[src/rtl/fp_round_pack.sv]
// Rounds a {sign, exp, sig, round bit} sample half-up and packs it into an 8-bit float {S,E[2:0],F[3:0]}.
// Latency: 2 cycles from accept to out_valid (S1 register, then the 2-entry output FIFO).
// Backpressure: holds up to 3 samples (S1 + 2 FIFO entries); in_ready follows out_ready combinationally.
//
// Ports: clk/rst (async, active-high); in_valid/in_ready with in_sign, in_exp, in_sig, in_fifth;
//        out_valid/out_ready with out_data; round_cnt and sat_cnt are wrapping event counters.
`timescale 1ns/1ps
module fp_round_pack (
   input  logic       clk,
   input  logic       rst,
   input  logic       in_valid,
   output logic       in_ready,
   input  logic       in_sign,
   input  logic [2:0] in_exp,
   input  logic [3:0] in_sig,
   input  logic       in_fifth,
   output logic       out_valid,
   input  logic       out_ready,
   output logic [7:0] out_data,
   output logic [7:0] round_cnt,
   output logic [7:0] sat_cnt
);

   logic       s1_v;
   logic       s1_sign;
   logic [2:0] s1_exp;
   logic [3:0] s1_sig;
   logic       s1_fifth;

   logic [7:0] fifo_mem [2];
   logic       wr_ptr;
   logic       rd_ptr;
   logic [1:0] fifo_cnt;

   logic       pop;
   logic       s1_adv;
   logic       accept;

   logic [2:0] rnd_exp;
   logic [3:0] rnd_sig;
   logic       rnd_inc;
   logic       rnd_sat;

   assign out_valid = (fifo_cnt != 2'd0);
   assign pop       = out_valid && out_ready;
   // A full FIFO still takes the S1 result when its head is being consumed this cycle.
   assign s1_adv    = s1_v && ((fifo_cnt < 2'd2) || pop);
   assign in_ready  = !s1_v || s1_adv;
   assign accept    = in_valid && in_ready;
   assign out_data  = fifo_mem[rd_ptr];

   // Round-half-up. A carry out of the significand renormalises to 1.000 with exp+1;
   // at the largest exponent the value clamps to the format maximum instead.
   always_comb begin
      rnd_exp = s1_exp;
      rnd_sig = s1_sig;
      rnd_inc = 1'b0;
      rnd_sat = 1'b0;
      if (s1_fifth) begin
         if (s1_sig != 4'b1111) begin
            rnd_sig = s1_sig + 4'd1;
            rnd_inc = 1'b1;
         end else if (s1_exp != 3'd7) begin
            rnd_exp = s1_exp + 3'd1;
            rnd_sig = 4'b1000;
            rnd_inc = 1'b1;
         end else begin
            rnd_sat = 1'b1;
         end
      end
   end

   always_ff @(posedge clk or posedge rst) begin
      if (rst) begin
         s1_v     <= 1'b0;
         s1_sign  <= 1'b0;
         s1_exp   <= 3'd0;
         s1_sig   <= 4'd0;
         s1_fifth <= 1'b0;
      end else begin
         if (accept) begin
            s1_v     <= 1'b1;
            s1_sign  <= in_sign;
            s1_exp   <= in_exp;
            s1_sig   <= in_sig;
            s1_fifth <= in_fifth;
         end else if (s1_adv) begin
            s1_v     <= 1'b0;
         end
      end
   end

   always_ff @(posedge clk or posedge rst) begin
      if (rst) begin
         fifo_mem[0] <= 8'h00;
         fifo_mem[1] <= 8'h00;
         wr_ptr      <= 1'b0;
         rd_ptr      <= 1'b0;
         fifo_cnt    <= 2'd0;
      end else begin
         if (s1_adv) begin
            fifo_mem[wr_ptr] <= {s1_sign, rnd_exp, rnd_sig};
            wr_ptr           <= ~wr_ptr;
         end
         if (pop) begin
            rd_ptr <= ~rd_ptr;
         end
         case ({s1_adv, pop})
            2'b10:   fifo_cnt <= fifo_cnt + 2'd1;
            2'b01:   fifo_cnt <= fifo_cnt - 2'd1;
            default: fifo_cnt <= fifo_cnt;
         endcase
      end
   end

   // Counters tick on the cycle the rounded result enters the FIFO.
   always_ff @(posedge clk or posedge rst) begin
      if (rst) begin
         round_cnt <= 8'd0;
         sat_cnt   <= 8'd0;
      end else if (s1_adv) begin
         if (rnd_inc) begin
            round_cnt <= round_cnt + 8'd1;
         end
         if (rnd_sat) begin
            sat_cnt <= sat_cnt + 8'd1;
         end
      end
   end

endmodule

[config.mk]
export PLATFORM = sky130hd
export DESIGN_NAME = fp_round_pack
export DESIGN_NICKNAME = d
export VERILOG_FILES = /design/src/rtl/fp_round_pack.sv
export SDC_FILE = /design/constraint.sdc
export NUM_CORES = 1
export LEC_CHECK = 0
export BUFFER_PORTS_ARGS = -buffer_cell sky130_fd_sc_hd__clkbuf_2
export CAP_MARGIN = 20
export CORE_ASPECT_RATIO = 1.5
export CORE_UTILIZATION = 55
export DETAILED_ROUTE_END_ITERATION = 8
export PLACE_DENSITY = 0.79
export SETUP_SLACK_MARGIN = 0.1
export SKIP_CTS_REPAIR_TIMING = 1
export SLEW_MARGIN = 0
export SYNTH_ARGS = -nofsm -noshare
export SYNTH_HDL_FRONTEND = slang
export SYNTH_SLANG_ARGS = --single-unit
export TNS_END_PERCENT = 50
[constraint.sdc]
create_clock -name clk -period 1.9 [get_ports clk]
set_input_delay 0.095 -clock clk [delete_from_list [all_inputs] [get_ports clk]]
set_output_delay 0.095 -clock clk [all_outputs]
set_load 0.1 [all_outputs]
==> flow_summary.toml, run 1 <==
[status]
status = "finished, final reports clean"

[sta]
fmax_ghz = 0.5725
final_hold_viol_count = 0
finalClockSkew_ns = 0.004300
period_needed_ns = 1.747
slew_viol_final = 0
fin_crit_sh_pct = 91.93
rsz0062_at_grt = "yes"
fin_hold_ws_ns = 0.02563
tightest_slew_ns = 0.6280
setup_violations = 0
tns_ns = 0
relSlewSlack_pct = 57.88

[critical_path]
critPathKind = "reg2out"
required_ns = 1.80
cp_max_fo = 9
cpLargestDelayFamily = "flip-flops"
slowest_delay_ns = 0.59
crit_path_cell_trace = "mux2_2 > clkbuf_2"
crit_buf_inv = 1
worstPathArrival_ns = 1.65
startpoint_type = "flip-flop"
crit_slowest_cell = "dfrtp_1"
end_kind = "output pin"

[layout]
diodes = 0
fin_cells = 278
register_area_um2 = 1151
area_growth_pct = 17.61
fin_area_um2 = 2532
drive_gt1_share_pct = 36.17
n_fill_cell = 304
multi_input_area_um2 = 960.9
fin_nets = 252

[route]
vias = 1519
wl_um = 4190
drt-wirelength-per-cell_um = 15.07
drc = 0
dr.pass1.iters = 4
dr.first_iter.drc_count = 33
antenna_left = 0
vias_per_cell = 5.464

[synthesis]
ys_async_sr_fraction_pct = 100.0
ys.flop_type = "dfrtp_1"
syn_area_um2 = 2153
synth_area_leader_cell = "dfrtp_1"
ys_seq_elements = 46
yosys.cell_count.top_type = "dfrtp_1"
avgSynthCellArea_um2 = 11.64
synth.area.top_cells = "dfrtp_1, mux2_2, xor2_1, nand2_1, ha_1"
synth-edff-count = 0
netlist_instances = 185
syn-num-nets = 203
synth.distinct_cells = 35
synth_top_area_share_pct = 53.46
synth_commonest_cells = "dfrtp_1, nand2_1, mux2_2, xor2_1, nand3_1"
yosys_warnings = 0
seq_area_frac_synth_pct = 53.46

[global_route]
grt_pass1_wl_um = 7134
grt_antenna_before_repair = 0
grt_max_degree = 19
grt_pass1_vias = 1563
grt_use_total_pct = 23.69
overflow = 0

[clock_tree]
path_clk_slew_ns = 0.08
cts_tree = "built"
h-tree-depth = 2
clock_latency_ns = 0.30
cts_buffer_depth = 2
cts_made_buffers = 5
cts_root_buf = "clkbuf_8"
clock-sinks = 46

[die]
ios = 39
start_util_pct = 57.95
die_height_um = 78.63
die-area_um2 = 4174
die_x_um = 53.09
core_area_um2 = 3716
rows = 27

[placed_design]
gp_congestion = 0.7970
postPlaceCellArea_um2 = 2414
dp_hpwl_um = 3228
placedCellCount = 267
io_buffers = 38

[flow_run]
cap_violations = 0

[hold_path]
hold_class = "in2reg"
-- path summary, 6_finish.rpt --
path | cells after the start | end | slack [ns] | start
setup / recovery | 2 | out_data[2] | 0.15 | rd_ptr
hold / removal | 2 | s1_exp[2] | 0.03 | in_exp[2]
setup reg to reg | 4 | sat_cnt[1] | 0.16 | s1_sig[1]
hold reg to reg | 1 | sat_cnt[7] | 0.48 | sat_cnt[7]
max in group asynchronous | 4 | s1_sig[1] | 0.99 | rst
min in group asynchronous | 3 | round_cnt[6] | 0.33 | rst
-- cells in the final DEF (no fill, tap or decap), types with 4 or more instances in the layout --
cell      count
dfrtp_1      46
clkbuf_2     38
nand2_1      24
mux2_2       21
xor2_1       14
nand3_1       8
buf_4         8
nor3_1        6
clkbuf_8      6
xnor2_1       5
o21ai_1       5
nor2_1        4
a21oi_1       4
o21ai_0       4
nand4_1       4
ha_1          4
-- final cells by class --
type                            instances  share of cell area (%)
Tap cell                               43                   2.125
Timing Repair Buffer                   47                   10.28
Clock inverter                          1                  0.1976
Clock buffer                            7                   3.409
Inverter                                4                  0.5929
Multi-Input combinational cell        130                   37.94
Sequential cell                        46                   45.45
-- registers in the layout, summed over array words and instances, names as in the netlist --
| name | cells |
|---|---|
| s1_sign | 1 |
| s1_sig | 4 |
| s1_exp | 3 |
| s1_v | 1 |
| wr_ptr | 1 |
| s1_fifth | 1 |
| fifo_mem | 16 |
| rd_ptr | 1 |
| round_cnt | 8 |
| fifo_cnt | 2 |
| sat_cnt | 8 |
-- logic make-up after synthesis --
kind of cell / after synthesis / synth area share, %
mux: 26 / 14.00
compound gates: 16 / 4.126
xor+xnor: 19 / 7.728
flops: 46 / 53.46
simple gates: 64 / 15.63
buf+inv: 9 / 2.150
fa+ha+maj: 5 / 2.905
-- routing by layer --
metal / vias to the layer above / part of all wire (%) / global-route usage [%]
met1: 749 / 40 / 28.06
li1: 736 / - / -
met2: 30 / 55 / 41.01
met5: - / 0 / 0
met4: 0 / 1.1 / 7.105
met3: 4 / 3.6 / 5.814
-- stage by stage --
stage | utilization, % | setup slack (ns)
final | 68.15 | 0.1533
after floorplan | - | 0.01961
after global placement | 64.95 | 0.2198
after global routing | 68.15 | 0.06075
after CTS | 67.41 | 0.1240
after detailed placement | 64.95 | 0.1404
Power of run 1 is not shown: default switching activity piles up to over one toggle a cycle in this logic, so the estimate is an artifact.
==> run 2: changes to the inputs <==
==> constraint.sdc (replaced) <==
create_clock -name clk -period 1.9 [get_ports clk]
set_input_delay 0.095 -clock clk [delete_from_list [all_inputs] [get_ports clk]]
set_output_delay 0.095 -clock clk [all_outputs]
set_load 0.05 [all_outputs]
==> run 2 against run 1 <==
Critical path depth increased by 2. Wire length decreased by 8.0%. Critical endpoint is now sat_cnt[1]. Highest routed layer unchanged. Register-to-register slack about the same.
==> flow_summary.toml, run 2 (same netlist as run 1, synthesis figures left out) <==
[clock_tree]
cts_tree = "built"
clock-sinks = 46
clock_latency_ns = 0.29
h-tree-depth = 2
cts_made_buffers = 5
cts_buffer_depth = 2
path_clk_slew_ns = 0.08
cts_root_buf = "clkbuf_8"

[global_route]
grtUsageMet1_pct = 25.13
grt_pass1_vias = 1441
grt_use_total_pct = 20.97
grt_antenna_before_repair = 0
overflow = 0
grt-busiest-layer = "met2"
grt_pass1_wl_um = 6334
grt_use_met2_pct = 34.18
grt_max_degree = 47
grt_util_met3_pct = 6.202

[sta]
layout_setup_ws_ns = 0.1610
fin_crit_sh_pct = 91.53
rsz0062_at_grt = "yes"
finalClockSkew_ns = 0.003777
final_hold_viol_count = 0
period_needed_ns = 1.739
slew_viol_final = 0
tightest_slew_ns = 0.5664
fin_hold_ws_ns = 0.03001
tns_ns = 0
relSlewSlack_pct = 62.24
fmax_ghz = 0.5750
setup_violations = 0

[power]
leakagePower_nw = 1.242
power_mw = 4.011
switching_share_pct = 45.30
peakVddDrop_v = 0.001174
p_clk_share_pct = 13.7
p_int_mw = 2.194
powerDensity_nw_per_um2 = 1616
p_sw_mw = 1.817
seq_power_share_pct = 39.6
combPwrFrac_pct = 46.8

[route]
drt-wirelength-per-cell_um = 14.17
dr.first_iter.drc_count = 26
vias = 1468
wl_um = 3855
drc = 0
antenna_left = 0
vias_per_cell = 5.397
dr.pass1.iters = 4

[critical_path]
worstPathArrival_ns = 1.92
critPathKind = "reg2reg"
end_kind = "flip-flop"
required_ns = 2.08
cp-startpoint = "s1_sig[0]"
startpoint_type = "flip-flop"
cp-endpoint = "sat_cnt[1]"
r2r_end = "sat_cnt[1]"
r2r_cells = 4
r2r_slack_ns = 0.16
cp_max_fo = 5
rr_startpoint = "s1_sig[0]"

[placed_design]
postPlaceCellArea_um2 = 2389
io_buffers = 38
dp_hpwl_um = 2854
dp_worst_setup_slack_ns = 0.1711
placedCellCount = 264
gp_congestion = 0.7770

[layout]
final_util_pct = 66.80
largest_reg_flops = 16
top_regs = "fifo_mem: 16 flops, round_cnt: 8 flops, sat_cnt: 8 flops"
layout_common_cells = "dfrtp_1, clkbuf_2, nand2_1"
top_register = "fifo_mem"
fin_area_um2 = 2482
drive_gt1_share_pct = 33.19
area_growth_pct = 15.28
final_common_cell = "dfrtp_1"
diodes = 0
fin_nets = 247
fin_cells = 272

[hold_path]
hold_class = "in2reg"
min_path_cells = 2

[die]
die_height_um = 78.63
die-area_um2 = 4174
start_util_pct = 57.95
core_area_um2 = 3716
ios = 39
die_x_um = 53.09
rows = 27

[flow_run]
cap_violations = 0

[status]
status = "finished, final reports clean"
-- run 2: changes by cell type in the layout (fill, tap and decap cells not counted), sizes merged --
cell | before | now
clkinv | 2 | 1
buf | 8 | 3
-- run 2: worst min-delay path by stage --
| stage | from | end | slack, ns |
|---|---|---|---|
| after global placement | rst | fifo_cnt[0] | 0.24 |
| after CTS | rst | rd_ptr | -0.07 |
| final | in_sig[3] | s1_sig[3] | 0.03 |
| after global routing | in_exp[1] | s1_exp[1] | 0.03 |
| after floorplan | in_valid | s1_v | 0.20 |
| after detailed placement | rst | rd_ptr | 0.25 |
-- run 2: area by class of cell --
cell class,instances,area (µm²)
fill,318,1234
sequential,46,1151
multi-input combinational,130,963.4
timing repair buffer,42,222.7
clock buffer,7,76.32
tap,43,53.80
inverter,4,15.01
-- run 2: layer usage --
layer  wire length (µm)  part of all wire, %
met1               1609                   42
met2               2021                   52
met3                163                  4.2
met4                 61                  1.6
met5                  0                    0
-- run 2: worst max-delay path, stage by stage, from the launching register on --
cell	delay, ns
dfrtp_1	0.41
ha_1	0.25
and4_4	0.27
nor4b_4	0.33
mux2_2	0.38
-- run 2: power by group through the flow --
stage	Sequential [mW]	Combinational, mW	Clock [mW]
5_1_grt	1.64	2.03	0.589
3_3_place_gp	1.59	1.85	0
4_1_cts	1.59	1.89	0.569
2_1_floorplan	1.72	1.38	0
3_5_place_dp	1.61	1.88	0
6_report	1.59	1.88	0.548
Power figures use the tool's default switching activity.
